$ cat config.mk
export PLATFORM = sky130hd
export DESIGN_NAME = oh_enc_pipe
export DESIGN_NICKNAME = d
export VERILOG_FILES = /design/src/rtl/oh_enc_pipe.sv
export SDC_FILE = /design/constraint.sdc
export NUM_CORES = 1
export LEC_CHECK = 0
export ABC_AREA = 1
export CORE_UTILIZATION = 40
export DETAILED_ROUTE_END_ITERATION = 10
export PLACE_DENSITY = 0.73
export SYNTH_ARGS = -nofsm -noshare
export SYNTH_HDL_FRONTEND = slang
export SYNTH_SLANG_ARGS = --single-unit
$ cat constraint.sdc
create_clock -name clk -period 4 [get_ports clk]
set_input_delay 0.8 -clock clk [delete_from_list [all_inputs] [get_ports clk]]
set_output_delay 0.8 -clock clk [all_outputs]
set_load 0.01 [all_outputs]
$ cat src/rtl/oh_enc_pipe.sv
// rtl/oh_enc_pipe.sv - registered MSB-first one-hot encoder with two-entry skid buffer, optional OH_ENC_PIPE_CHECK_EN multi-hot flag
module oh_enc_pipe #(
    parameter int W  = 16,
    parameter int IW = $clog2(W)
) (
    input  logic          clk,
    input  logic          rst,
    input  logic          i_in_vld,
    input  logic [W-1:0]  i_in_x,
    output logic          o_in_rdy,
    output logic          o_out_vld,
    output logic [IW-1:0] o_out_idx,
    output logic          o_out_zero,
`ifdef OH_ENC_PIPE_CHECK_EN
    output logic          o_out_err,
`endif
    input  logic          i_out_rdy
);

    typedef enum logic [1:0] {EMPTY, ONE, FULL} state_t;

    state_t        state, state_nxt;
    logic          in_rdy_q;
    logic          in_fire, out_fire;
    logic          load_m_enc, load_m_skid, load_s;
    logic [IW-1:0] enc_idx, m_idx, s_idx;
    logic          enc_zero, m_zero, s_zero;

    // Later (higher) set bits overwrite earlier ones, giving MSB-first priority.
    always_comb begin
        enc_idx = '0;
        for (int i = 0; i < W; i++) begin
            if (i_in_x[i]) enc_idx = IW'(i);
        end
    end

    assign enc_zero = ~|i_in_x;

`ifdef OH_ENC_PIPE_CHECK_EN
    logic enc_err, m_err, s_err;

    // Clearing the lowest set bit leaves something only when two or more were set.
    assign enc_err = |(i_in_x & (i_in_x - W'(1)));
`endif

    assign in_fire  = i_in_vld & in_rdy_q;
    assign out_fire = (state != EMPTY) & i_out_rdy;

    always_comb begin
        state_nxt   = state;
        load_m_enc  = 1'b0;
        load_m_skid = 1'b0;
        load_s      = 1'b0;
        case (state)
            EMPTY: begin
                if (in_fire) begin
                    load_m_enc = 1'b1;
                    state_nxt  = ONE;
                end
            end
            ONE: begin
                if (in_fire && out_fire) begin
                    load_m_enc = 1'b1;
                end else if (in_fire) begin
                    load_s    = 1'b1;
                    state_nxt = FULL;
                end else if (out_fire) begin
                    state_nxt = EMPTY;
                end
            end
            FULL: begin
                if (out_fire) begin
                    load_m_skid = 1'b1;
                    state_nxt   = ONE;
                end
            end
            default: state_nxt = EMPTY;
        endcase
    end

    // Ready is computed from next state so it is a plain flop with no path from i_out_rdy.
    always_ff @(posedge clk) begin
        if (rst) begin
            state    <= EMPTY;
            in_rdy_q <= 1'b1;
        end else begin
            state    <= state_nxt;
            in_rdy_q <= (state_nxt != FULL);
        end
    end

    always_ff @(posedge clk) begin
        if (rst) begin
            m_idx  <= '0;
            m_zero <= 1'b0;
            s_idx  <= '0;
            s_zero <= 1'b0;
        end else begin
            if (load_m_enc) begin
                m_idx  <= enc_idx;
                m_zero <= enc_zero;
            end else if (load_m_skid) begin
                m_idx  <= s_idx;
                m_zero <= s_zero;
            end
            if (load_s) begin
                s_idx  <= enc_idx;
                s_zero <= enc_zero;
            end
        end
    end

`ifdef OH_ENC_PIPE_CHECK_EN
    always_ff @(posedge clk) begin
        if (rst) begin
            m_err <= 1'b0;
            s_err <= 1'b0;
        end else begin
            if (load_m_enc)       m_err <= enc_err;
            else if (load_m_skid) m_err <= s_err;
            if (load_s)           s_err <= enc_err;
        end
    end

    assign o_out_err = m_err;
`endif

    assign o_in_rdy   = in_rdy_q;
    assign o_out_vld  = (state != EMPTY);
    assign o_out_idx  = m_idx;
    assign o_out_zero = m_zero;

endmodule

==> impl_metrics.env <==
export IMPL_crit_required_ns=3.20
export IMPL_seqCellArea_um2=260
export IMPL_cts_path_max_buffers=2
export IMPL_cts_tree="yes"
export IMPL_p_leak_nw=0.502
export IMPL_final_nets=165
export IMPL_rsz0062_at_grt="false"
export IMPL_drc=0
export IMPL_htreeDepth=1
export IMPL_core_area_mm2=0.00171
export IMPL_clk_latency_ns=0.28
export IMPL_first_global_vias=681
export IMPL_grt_max_degree=9
export IMPL_cp_data_arrival_time_ns=1.46
export IMPL_drt_vias_per_instance=4.51
export IMPL_hpwl_um=1290
export IMPL_drt_iter0_markers=13
export IMPL_root_buffer="clkbuf_4"
export IMPL_n_antenna_cell=0
export IMPL_critPathMaxFanout=6
export IMPL_cts_setup_buffers=0
export IMPL_grt_pass1_wl_um=2660
export IMPL_finalWirelength_um=1610
export IMPL_slew_headroom=0.644
export IMPL_grtUsageTotal=0.188
export IMPL_holdBufCountCts=0
export IMPL_overflow=0
export IMPL_postRouteAntennaNets=0
export IMPL_syn_cell_area_um2=726
export IMPL_syn_inst=114
export IMPL_dieArea_mm2=0.00199
export IMPL_setup_tns_final_ns=0
export IMPL_drtPass1Iterations=4
export IMPL_holdCritPathClass="reg2reg"
export IMPL_vdd_drop_max_mv=0.200
export IMPL_finalSetupViolCount=0
export IMPL_layout_area_overhead_vs_synth_pct=44.0
export IMPL_synth_top_cell_area_share=0.359
export IMPL_hold_viol_final=0
export IMPL_fin_ws_ns=1.74
export IMPL_num_rows=15
export IMPL_avgSynthCellArea_um2=6.37
export IMPL_clock_skew_ns=0.00431
export IMPL_num_fill_cells=159
export IMPL_p_per_area_mw_per_mm2=294
export IMPL_yosysWarnings=0
export IMPL_syn_nets=134
export IMPL_critPathCaptureType="output pin"
export IMPL_path_class="reg2out"
export IMPL_io_pins=27
export IMPL_period_minus_slack_ns=2.26
export IMPL_antenna_found_initial=0
export IMPL_drive_above_1_share=0.0903
export IMPL_wire_per_inst_um=9.55
export IMPL_die_h_um=44.6
export IMPL_fp_dieW_um=44.6
export IMPL_fin_crit_sh=0.565
export IMPL_cap_viol_max_count=0
export IMPL_initial_utilization=0.425
export IMPL_io_buffers=26
export IMPL_status="finished clean"
export IMPL_synth_top_area_cell="dfxtp_1"
export IMPL_cts_resized=0
export IMPL_synth_seq_cells=13
export IMPL_cts_buffers=3
export IMPL_clock_sinks=13
export IMPL_ys_seq_area_frac=0.359
export IMPL_drv_slew=0
export IMPL_hold_ws_ns=0.486
export IMPL_worstMarginPinSlew_ns=0.531
export IMPL_dp_slack_ns=1.64
export IMPL_vias=763
export IMPL_multi_input_area_um2=372
export IMPL_fmax_ghz=0.442
export IMPL_gp_congestion=0.710
export IMPL_netlist_top_cells_area="dfxtp_1 36%, nand2_1 18%, inv_1 12%"
export IMPL_yosys_cell_types_count=20
export IMPL_clk_pin_slew_ns=0.08
export IMPL_crit_path_start_kind="register"
## cells by family after synthesis
logic type,synth area share
buffers and inverters,0.129
flip-flops,0.359
AND/OR/NAND/NOR,0.352
AO/OA/AOI/OAI,0.160
## cell usage in the layout (no fill, tap or decap)
master	instances
o31ai_1	1
nand2_1	34
nand3_1	7
o21a_1	1
a21oi_1	3
dfxtp_1	13
inv_1	23
a221oi_2	1
o21ai_0	6
nor2_1	10
inv_2	2
nor3_2	1
nor2_4	1
nand2_2	2
a31o_2	1
a31oi_1	4
clkinv_2	1
clkbuf_4	3
or2_4	1
clkdlybuf4s50_1	26
o21bai_1	1
nor4_1	1
nand4_1	1
## worst paths after layout
check                       startpoint                         to  slack, ns  cells after the start
max                state[0]$_SDFF_PP0_                  o_out_vld       1.74                      2
min reg2reg  o_out_idx[2]$_SDFFE_PP0P_  o_out_idx[2]$_SDFFE_PP0P_       0.49                      2
max reg2reg        state[1]$_SDFF_PP0_  o_out_idx[1]$_SDFFE_PP0P_       2.55                      6
min          o_out_idx[2]$_SDFFE_PP0P_  o_out_idx[2]$_SDFFE_PP0P_       0.49                      2
## report_power, final
part	internal (W)	switching, W	total, W
clock	0.0000372	0.0000464	0.0000836
sequential	0.000139	0.00000617	0.000145
combinational	0.0000420	0.0000365	0.0000785
total	0.000218	0.0000891	0.000307
## state kept, by name, indices dropped and copies added (netlist names)
signal,count
o_out_idx,4
s_idx,4
o_in_rdy,1
o_out_zero,1
s_zero,1
state,2
## cells in the mapped netlist
| master | count |
|---|---|
| o21bai_1 | 1 |
| inv_2 | 2 |
| a21oi_1 | 3 |
| nor2_1 | 10 |
| nand2_1 | 34 |
| o21a_1 | 1 |
| a221oi_2 | 1 |
| nor2_4 | 1 |
| dfxtp_1 | 13 |
| a31oi_1 | 4 |
| inv_1 | 23 |
| nor4_1 | 1 |
| nand4_1 | 1 |
| o31ai_1 | 1 |
| nand2_2 | 2 |
| nand3_1 | 7 |
| or2_4 | 1 |
| nor3_2 | 1 |
| o21ai_0 | 6 |
| a31o_2 | 1 |
## per-stage QoR
step                      instance area (um2)   util  power (W)  std cells
after global placement                   1020  0.596   0.000224        165
after global routing                     1040  0.612   0.000327        169
after CTS                                1040  0.612   0.000311        169
final                                    1040  0.612   0.000307        169
after detailed placement                 1020  0.596   0.000226        165
after floorplan                           726      -   0.000186        114
## worst max-delay path, cell delays in order (launching register included)
cell	delay, ns
dfxtp_1	0.46
or2_4	0.18
clkdlybuf4s50_1	0.54
## final cells by class
type	count	share of cell area
inverters	25	0.0898
clock inverters	1	0.00479
well taps	25	0.0299
repair buffers	26	0.249
clock buffers	3	0.0216
multi-input cells	76	0.356
flip-flops and latches	13	0.249
## per-layer routing
| metal | vias to the layer above | routed length (um) | part of all wire | GRT usage |
|---|---|---|---|---|
| met1 | 323 | 707 | 0.44 | 0.214 |
| met4 | 0 | 14 | 0.0087 | 0.0545 |
| met5 | - | 0 | 0 | 0 |
| li1 | 417 | - | - | - |
| met2 | 20 | 785 | 0.49 | 0.324 |
| met3 | 3 | 107 | 0.066 | 0.0735 |
No activity file was read; power rests on OpenSTA's default activity.
